$ cat config.mk
export PLATFORM = sky130hd
export DESIGN_NAME = ternary_simd_dot_acc
export DESIGN_NICKNAME = d
export VERILOG_FILES = /design/src/rtl/ternary_simd_dot_acc.sv
export SDC_FILE = /design/constraint.sdc
export NUM_CORES = 1
export LEC_CHECK = 0
export CAP_MARGIN = 5
export CORE_MARGIN = 8
export CORE_UTILIZATION = 48
export CTS_BUF_LIST = sky130_fd_sc_hd__clkbuf_8
export CTS_CLUSTER_DIAMETER = 50
export DETAILED_ROUTE_END_ITERATION = 10
export GPL_TIMING_DRIVEN = 0
export PLACE_DENSITY = 0.89
export REMOVE_ABC_BUFFERS = 1
export SLEW_MARGIN = 20
export SYNTH_ARGS = -nofsm -noshare
export SYNTH_HDL_FRONTEND = slang
export SYNTH_SLANG_ARGS = --single-unit
$ cat constraint.sdc
create_clock -name clk -period 3.1 [get_ports clk]
set_input_delay 0.62 -clock clk [delete_from_list [all_inputs] [get_ports clk]]
set_output_delay 0.62 -clock clk [all_outputs]
set_load 0.03 [all_outputs]
$ cat src/rtl/ternary_simd_dot_acc.sv
// Streaming ternary dot-product accumulator: LANES trit products per beat, summed per frame, one result per frame.
// Optional build macro TERNARY_DOT_SAT_EN: saturating accumulator instead of two's-complement wrap.
module ternary_simd_dot_acc #(
  parameter int LANES = 27,
  parameter int ACC_W = 16,
  parameter int CNT_W = 8
) (
  input  logic                    clk,
  input  logic                    reset,
  input  logic                    in_valid,
  output logic                    in_ready,
  input  logic                    in_last,
  input  logic [2*LANES-1:0]      vec_a,
  input  logic [2*LANES-1:0]      vec_b,
  output logic                    out_valid,
  input  logic                    out_ready,
  output logic signed [ACC_W-1:0] out_sum,
  output logic                    out_zero,
  output logic [CNT_W-1:0]        out_beats,
  output logic                    out_invalid,
  output logic                    out_ovf
);

  localparam int PW = $clog2(LANES) + 2;

  typedef enum logic [1:0] {IDLE = 2'd0, RUN = 2'd1, DRAIN = 2'd2, HOLD = 2'd3} state_t;

  function automatic logic signed [1:0] trit_mul(input logic [1:0] a, input logic [1:0] b);
    logic signed [1:0] p;
    if (a == 2'b11 || b == 2'b11 || a == 2'b01 || b == 2'b01) p = 2'sb00;
    else if (a == b) p = 2'sb01;
    else p = 2'sb11;
    return p;
  endfunction

  function automatic logic trit_bad(input logic [1:0] a, input logic [1:0] b);
    return (a == 2'b11) || (b == 2'b11);
  endfunction

  state_t                  state_r;
  logic signed [PW-1:0]    lane_sum_s;
  logic                    lane_bad_s;
  logic                    accept_s;
  logic                    p1_valid_r;
  logic                    p1_last_r;
  logic                    p1_bad_r;
  logic signed [PW-1:0]    p1_sum_r;
  logic                    first_r;
  logic signed [ACC_W-1:0] acc_r;
  logic [CNT_W-1:0]        cnt_r;
  logic                    bad_r;
  logic                    ovf_r;
  logic signed [ACC_W-1:0] base_s;
  logic signed [ACC_W-1:0] add_s;
  logic signed [ACC_W-1:0] raw_s;
  logic signed [ACC_W-1:0] acc_next_s;
  logic                    ovf_s;
  logic [CNT_W-1:0]        cnt_next_s;
  logic                    bad_next_s;
  logic                    ovf_next_s;

  assign in_ready = (state_r == IDLE) || (state_r == RUN);
  assign accept_s = in_valid && in_ready;

  // Lane-wise products reduced to one signed beat sum, plus the invalid-trit flag
  always_comb begin
    lane_sum_s = '0;
    lane_bad_s = 1'b0;
    for (int i = 0; i < LANES; i++) begin
      lane_sum_s = lane_sum_s + PW'(trit_mul(vec_a[2*i +: 2], vec_b[2*i +: 2]));
      lane_bad_s = lane_bad_s | trit_bad(vec_a[2*i +: 2], vec_b[2*i +: 2]);
    end
  end

  // Stage 1: capture the beat sum on the accept edge
  always_ff @(posedge clk or negedge reset) begin
    if (!reset) begin
      p1_valid_r <= 1'b0;
      p1_last_r  <= 1'b0;
      p1_bad_r   <= 1'b0;
      p1_sum_r   <= '0;
    end else begin
      p1_valid_r <= accept_s;
      if (accept_s) begin
        p1_sum_r  <= lane_sum_s;
        p1_last_r <= in_last;
        p1_bad_r  <= lane_bad_s;
      end
    end
  end

  // Stage 2 next-state: the first beat of a frame restarts the accumulator and flags
  always_comb begin
    base_s     = first_r ? '0 : acc_r;
    add_s      = ACC_W'(p1_sum_r);
    raw_s      = base_s + add_s;
    ovf_s      = (base_s[ACC_W-1] == add_s[ACC_W-1]) && (raw_s[ACC_W-1] != base_s[ACC_W-1]);
`ifdef TERNARY_DOT_SAT_EN
    if (ovf_s) acc_next_s = base_s[ACC_W-1] ? {1'b1, {(ACC_W-1){1'b0}}} : {1'b0, {(ACC_W-1){1'b1}}};
    else acc_next_s = raw_s;
`else
    acc_next_s = raw_s;
`endif
    if (first_r) cnt_next_s = CNT_W'(1'b1);
    else if (cnt_r == {CNT_W{1'b1}}) cnt_next_s = cnt_r;
    else cnt_next_s = cnt_r + CNT_W'(1'b1);
    bad_next_s = (first_r ? 1'b0 : bad_r) | p1_bad_r;
    ovf_next_s = (first_r ? 1'b0 : ovf_r) | ovf_s;
  end

  // Stage 2 accumulation, frame FSM and registered result outputs
  always_ff @(posedge clk or negedge reset) begin
    if (!reset) begin
      state_r     <= IDLE;
      first_r     <= 1'b1;
      acc_r       <= '0;
      cnt_r       <= '0;
      bad_r       <= 1'b0;
      ovf_r       <= 1'b0;
      out_valid   <= 1'b0;
      out_sum     <= '0;
      out_zero    <= 1'b1;
      out_beats   <= '0;
      out_invalid <= 1'b0;
      out_ovf     <= 1'b0;
    end else begin
      if (p1_valid_r) begin
        acc_r   <= acc_next_s;
        cnt_r   <= cnt_next_s;
        bad_r   <= bad_next_s;
        ovf_r   <= ovf_next_s;
        first_r <= p1_last_r;
      end
      case (state_r)
        IDLE: begin
          if (accept_s) state_r <= in_last ? DRAIN : RUN;
        end
        RUN: begin
          if (accept_s && in_last) state_r <= DRAIN;
        end
        DRAIN: begin
          if (p1_valid_r && p1_last_r) begin
            state_r     <= HOLD;
            out_valid   <= 1'b1;
            out_sum     <= acc_next_s;
            out_zero    <= (acc_next_s == '0);
            out_beats   <= cnt_next_s;
            out_invalid <= bad_next_s;
            out_ovf     <= ovf_next_s;
          end
        end
        HOLD: begin
          if (out_ready) begin
            out_valid <= 1'b0;
            state_r   <= IDLE;
          end
        end
        default: state_r <= IDLE;
      endcase
    end
  end

endmodule

==> impl_metrics.py, run 1 <==
metrics = {
    "sta": {
        "min_period_over_period_pct": 181,
        "drv_slew": 0,
        "rsz0062_at_grt": "true",
        "timing.final.crit_period_ns": 5.62,
        "setup_ws_ns": -2.52,
        "clock_skew_ns": 0.00995,
        "setup_viol": 7,
        "finalHoldViolCount": 0,
        "worst_pin_slew_ns": 0.796,
        "fmax_ghz": 0.178,
        "slew_headroom_pct": 47.0,
    },
    "grt": {
        "antenna_found_initial": 0,
        "grt_pass1_wl_um": 32400,
        "first_global_vias": 6745,
        "overflow": 0,
        "grtUsageTotal_pct": 23.0,
        "grt_max_degree": 55,
    },
    "cells_and_area": {
        "finalInstanceArea_um2": 9080,
        "drive_gt1_share_pct": 31.3,
        "diodes": 0,
        "fillCellCount": 985,
        "area_growth_pct": 39.9,
        "final_nets": 1116,
        "seq_area_um2": 1680,
        "multi_input_area_um2": 5000,
    },
    "logic_synthesis": {
        "yosysWarnings": 0,
        "synth_top_area_cell": "dfrtp_1",
        "synth_ff_type": "dfrtp_1",
        "yosysTopAreaCellShare_pct": 25.1,
        "ys_types": 55,
        "synth-edff-count": 0,
        "synth.area.top_cells": "dfrtp_1 (25%), fa_1 (20%), ha_1 (7.3%)",
        "synth.cell_area_um2": 6490,
        "synthCells": 714,
        "syn_area_per_cell_um2": 9.09,
        "seq_area_frac_synth_pct": 25.9,
        "yosys_register_bits": 67,
        "synthArstFlopShare_pct": 100,
    },
    "routing": {
        "drt_iter0_drc": 473,
        "routedWlPerCell_um": 19.5,
        "antenna_left": 0,
        "dr.pass1.iters": 5,
        "viasPerCell": 5.78,
        "vias": 6250,
        "drc_errors": 0,
        "totalWireLength_um": 21100,
    },
    "placement": {
        "dpl_cell_area_um2": 8090,
        "place_hpwl_um": 15100,
        "place.gp.congestion": 0.934,
        "port-buffer-count": 141,
        "post-place-ws_ns": -3.45,
    },
    "clock_tree": {
        "cts.path.max_buffers": 2,
        "cts_hold_buf": 0,
        "clock-sinks": 67,
        "numCtsBuffers": 9,
        "h-tree-depth": 3,
        "tritoncts": "built",
        "clk_pin_slew_ns": 0.08,
        "cts-root-buf": "clkbuf_8",
        "clk_latency_ns": 0.37,
    },
    "die": {
        "start_util_pct": 49.0,
        "die_h_um": 132,
        "dieArea_um2": 17500,
        "die_w_um": 132,
        "core_region_area_um2": 13200,
        "top_level_ports": 142,
        "rows": 42,
    },
    "setup_path": {
        "reg2reg_setup_slack_ns": -0.01,
        "r2r_cells": 12,
        "cp.arrival_ns": 5.86,
        "regToRegEndpoint": "out_zero",
        "cp-start-kind": "primary input",
        "critPathKind": "primary input to flip-flop",
        "crit_fanout": 2,
        "required_ns": 3.34,
        "setup.worst_path.end_class": "flip-flop",
        "rr_startpoint": "first_r",
    },
    "outcome": {
        "violations": "setup timing",
        "status": "finished, violations left",
    },
    "hold_path": {
        "hold_path_class": "primary input to async pin",
    },
    "flow_run": {
        "max_cap_violations": 0,
    },
}
-- logic make-up after synthesis --
family,count (synthesis),synth area share [%]
AOI/OAI and AO/OA,154,16.4
xor gates and xnor gates,43,5.80
adders and majority gates,103,27.4
buffers and inverters,115,6.65
DFF,67,25.9
muxes,13,2.16
and+or+nand+nor,219,15.7
-- cells in the mapped netlist (5+ instances only) --
library cell	count
o211ai_1	7
o21ai_0	38
a21oi_1	23
o31ai_1	6
a31oi_1	9
or2_2	10
inv_1	98
and3_1	5
nand4_1	8
mux2_2	8
nor3_1	14
nand2_1	78
mux2i_1	5
a21o_1	9
a22o_1	5
dfrtp_1	65
nor2b_1	11
xor2_1	22
a221oi_1	6
xnor2_1	21
and2_1	5
ha_1	38
nand3_1	18
a22oi_1	19
fa_1	65
nor2_1	54
clkbuf_1	14
-- sequential cells by signal, indices dropped and copies added (netlist names) --
| register | count |
|---|---|
| acc_r | 16 |
| bad_r | 1 |
| cnt_r | 8 |
| first_r | 1 |
| out_beats | 8 |
| out_invalid | 1 |
| out_ovf | 1 |
| out_sum | 16 |
| out_valid | 1 |
| out_zero | 1 |
| ovf_r | 1 |
| p1_bad_r | 1 |
| p1_last_r | 1 |
| p1_sum_r | 7 |
| p1_valid_r | 1 |
| state_r | 2 |
-- what timing repair did --
item,in CTS,in global routing
endpoints found under the hold margin,0,0
gates cloned,0,0
endpoints found under the setup margin,13,15
resized for setup,374,108
setup buffers,41,9
pin swaps,126,78
-- layer usage --
metal  vias up  part of all wire (%)  track usage, %
met3       107                   7.7            6.90
met1      3016                    35            23.3
met5         -                     0               0
met4         0                   6.0            13.9
met2       334                    51            40.9
li1       2793                     -               -
-- worst max-delay path by stage --
| stage | endpoint | cells past startpoint | startpoint | slack, ns |
|---|---|---|---|---|
| floorplan | p1_sum_r[5] | 19 | vec_a[20] | -2.75 |
| global placement | p1_sum_r[6] | 18 | vec_a[14] | -3.41 |
| detailed placement | p1_sum_r[6] | 18 | vec_b[52] | -3.45 |
| CTS | p1_sum_r[6] | 19 | vec_b[29] | -2.44 |
| global route | p1_sum_r[6] | 18 | vec_b[46] | -2.71 |
| finish | p1_sum_r[6] | 24 | vec_a[24] | -2.52 |
-- stage by stage --
stage          TNS [ns]  hold WS [ns]  util, %  cells
4_1_cts          -12.48        0.0978     67.1   1072
2_1_floorplan    -14.16         0.324        -    697
5_1_grt          -13.83         0.117     68.5   1081
3_5_place_dp     -20.98         0.468     61.1   1015
6_report         -12.79         0.105     68.5   1081
3_3_place_gp     -70.20         0.451     60.8   1014
-- cells in the final DEF, fill, tap and decap left out, types with 6 or more instances in the layout --
cell type | Yosys | final
nand3_1 | 18 | 14
a21oi_1 | 23 | 21
nand4_1 | 8 | 8
clkdlybuf4s50_1 | 0 | 44
buf_6 | 0 | 11
ha_1 | 38 | 28
fa_1 | 65 | 49
clkdlybuf4s15_2 | 0 | 6
nor2_2 | 0 | 9
o21ai_0 | 38 | 30
nor2_1 | 54 | 37
a221oi_1 | 6 | 6
clkbuf_2 | 0 | 19
xnor2_2 | 0 | 8
nand2_1 | 78 | 70
nor2_4 | 0 | 8
xor2_1 | 22 | 18
nand2_2 | 0 | 8
o211ai_1 | 7 | 7
buf_4 | 0 | 51
a21o_1 | 9 | 9
a31oi_1 | 9 | 9
nor2b_1 | 11 | 9
o31ai_1 | 6 | 6
clkbuf_8 | 0 | 9
xnor2_1 | 21 | 12
clkdlybuf4s15_1 | 0 | 15
a22oi_1 | 19 | 19
inv_1 | 98 | 78
fa_2 | 0 | 16
dfrtp_1 | 65 | 64
o21ai_1 | 0 | 6
nor3_2 | 1 | 9
ha_4 | 0 | 8
buf_2 | 0 | 31
dlygate4sd2_1 | 0 | 11
inv_2 | 0 | 20
mux2_2 | 8 | 8
or2_4 | 0 | 6
-- cell type report --
cell class	count	share of cell area (%)
clock buffers	9	1.36
well taps	176	2.43
inverters	98	4.09
clock inverters	7	1.03
repair buffers	192	17.5
multi-input cells	532	55.1
flip-flops and latches	67	18.6
-- worst max-delay path, stage by stage --
cell and delay, ns:
clkdlybuf4s15_1 0.21, or2_4 0.15, nor2_4 0.04, fa_1 0.55, inv_2 0.05, fa_1 0.57
inv_2 0.05, fa_1 0.53, inv_1 0.05, fa_1 0.52, inv_2 0.05, fa_2 0.53
inv_2 0.04, fa_2 0.54, inv_2 0.05, ha_4 0.26, ha_4 0.12, inv_2 0.04
fa_2 0.40, inv_2 0.06, a21o_1 0.11, a21oi_2 0.06, xnor2_1 0.15, o21ai_1 0.08
Power of run 1 is left out: the tool's default activity adds up to more than one toggle a clock period on the data nets, which glitch-free logic cannot reach.
==> inputs of run 2 (changes only) <==
- CORE_UTILIZATION: 48 -> 47
- CTS_BUF_LIST: sky130_fd_sc_hd__clkbuf_8 -> unset
- PLACE_DENSITY: 0.89 -> 0.88
==> impl_metrics.py, run 2 (synthesis results as in run 1) <==
metrics = {
    "cells_and_area": {
        "most-common-layout-cells": "inv_1 (85), nand2_1 (74), dfrtp_1 (64)",
        "drive_gt1_share_pct": 30.5,
        "multi_input_area_um2": 4920,
        "fillCellCount": 1020,
        "mostFrequentLayoutCell": "inv_1",
        "finalInstanceArea_um2": 9190,
        "top_regs": "acc_r (16), out_sum (16)",
        "instances_no_fill": 1097,
        "area_growth_pct": 41.6,
        "final_nets": 1128,
        "diodes": 0,
        "seq_area_um2": 1680,
    },
    "die": {
        "core_region_area_um2": 13700,
        "die_w_um": 134,
        "dieArea_um2": 17800,
        "die_h_um": 134,
        "rows": 43,
        "start_util_pct": 47.5,
        "top_level_ports": 142,
    },
    "sta": {
        "clock_skew_ns": 0.00685,
        "finalHoldViolCount": 0,
        "setup_ws_ns": -2.60,
        "setup_tns_ns": -13.31,
        "rsz0062_at_grt": "true",
        "worst_pin_slew_ns": 0.791,
        "timing.final.crit_period_ns": 5.70,
        "min_period_over_period_pct": 184,
        "slew_headroom_pct": 47.3,
        "fmax_ghz": 0.176,
        "drv_slew": 0,
        "setup_viol": 6,
    },
    "power": {
        "ir_drop_mv": 1.34,
        "power_frac_seq_pct": 12.2,
        "power.leakage_nw": 4.24,
        "p_switching_mw": 6.16,
        "design_power_total_mw": 12.9,
        "pwr_density_cell_nw_per_um2": 1410,
        "comb_power_share_pct": 79.9,
        "pwr-share-clk_pct": 8.0,
        "p_int_mw": 6.75,
        "swShare_pct": 47.7,
    },
    "grt": {
        "grt_max_degree": 52,
        "grt_pass1_wl_um": 32900,
        "first_global_vias": 6800,
        "antenna_found_initial": 0,
        "grtUsageTotal_pct": 22.8,
        "overflow": 0,
    },
    "routing": {
        "drc_errors": 0,
        "drt_iter0_drc": 486,
        "wl_met1_um": 7550,
        "totalWireLength_um": 20900,
        "dr.pass1.iters": 6,
        "routedWlPerCell_um": 19.0,
        "wl_met3_um": 1440,
        "antenna_left": 0,
        "highest_layer": "met4",
        "vias": 6227,
        "met2_length_um": 10800,
        "viasPerCell": 5.68,
    },
    "setup_path": {
        "r2r_cells": 13,
        "cp-start-kind": "primary input",
        "rr_startpoint": "first_r",
        "setup.worst_path.end_class": "flip-flop",
        "reg2reg_setup_slack_ns": 0.01,
        "critPathKind": "primary input to flip-flop",
        "regToRegEndpoint": "out_zero",
        "crit_fanout": 2,
        "required_ns": 3.34,
        "cp.arrival_ns": 5.94,
    },
    "placement": {
        "dp_cells": 1019,
        "port-buffer-count": 141,
        "dpl_cell_area_um2": 8090,
        "place.gp.congestion": 0.919,
        "place_hpwl_um": 15100,
    },
    "clock_tree": {
        "numCtsBuffers": 9,
        "cts-root-buf": "clkbuf_16",
        "clk_pin_slew_ns": 0.05,
        "clock-sinks": 67,
        "h-tree-depth": 3,
        "clk_latency_ns": 0.34,
        "tritoncts": "built",
        "cts.path.max_buffers": 2,
    },
    "outcome": {
        "violations": "setup timing",
        "status": "finished, violations left",
    },
    "flow_run": {
        "max_cap_violations": 0,
    },
    "hold_path": {
        "hold_path_class": "primary input to async pin",
    },
}
run 2: through the flow:
stage                     utilization, %  hold slack [ns]  setup WS, ns
after detailed placement            59.2            0.459         -3.51
after global placement              59.0            0.452         -3.38
after global routing                67.2            0.165         -2.79
after CTS                           65.8            0.154         -2.51
after floorplan                        -            0.324         -2.75
final                               67.2            0.157         -2.60
run 2: final cells by class:
type,instances,share of cell area (%)
Clock inverter,6,0.708
Clock buffer,10,2.60
Multi-Input combinational cell,532,53.6
Tap cell,180,2.45
Inverter,98,4.04
Timing Repair Buffer,204,18.3
Sequential cell,67,18.3
run 2: power groups by stage:
| stage | registers [mW] | clock network (mW) | logic, mW |
|---|---|---|---|
| 4_1_cts | 1.55 | 1.04 | 9.45 |
| 2_1_floorplan | 1.76 | 0 | 6.01 |
| 5_1_grt | 1.63 | 1.08 | 11.5 |
| 3_3_place_gp | 1.57 | 0 | 7.64 |
| 6_report | 1.57 | 1.03 | 10.3 |
| 3_5_place_dp | 1.59 | 0 | 8.15 |
run 2: worst max path at each step:
stage,cells past startpoint,startpoint,end
4_1_cts,19,vec_b[19],p1_sum_r[6]
3_3_place_gp,20,vec_b[38],p1_sum_r[5]
6_report,17,vec_b[44],p1_sum_r[4]
5_1_grt,20,vec_a[22],p1_sum_r[5]
3_5_place_dp,20,vec_b[38],p1_sum_r[5]
2_1_floorplan,19,vec_a[20],p1_sum_r[5]
run 2: what timing repair did:
item | CTS | global route
pin swaps | 121 | 42
gates resized for setup | 417 | 57
buffers inserted | 57 | 7
endpoints found under the setup margin | 15 | 19
hold buffers | 0 | 0
run 2: layer usage:
layer | GRT usage [%] | vias to the layer above
li1 | - | 2826
met1 | 24.0 | 3045
met2 | 41.1 | 289
met3 | 6.25 | 67
met4 | 10.9 | 0
met5 | 0 | -
run 2: worst max-delay path, cell delays in order:
cell and delay [ns]:
clkdlybuf4s15_1 0.21, or2_4 0.29, nor2_4 0.10, fa_1 0.46, inv_2 0.09, fa_2 0.47, buf_6 0.14, fa_2 0.59
fa_1 0.47, fa_1 0.51, fa_1 0.54, fa_1 0.44, buf_4 0.16, fa_2 0.39, buf_4 0.15, xor2_1 0.15
o21ai_0 0.16
Note: power is estimated with default switching activity, not from simulation.
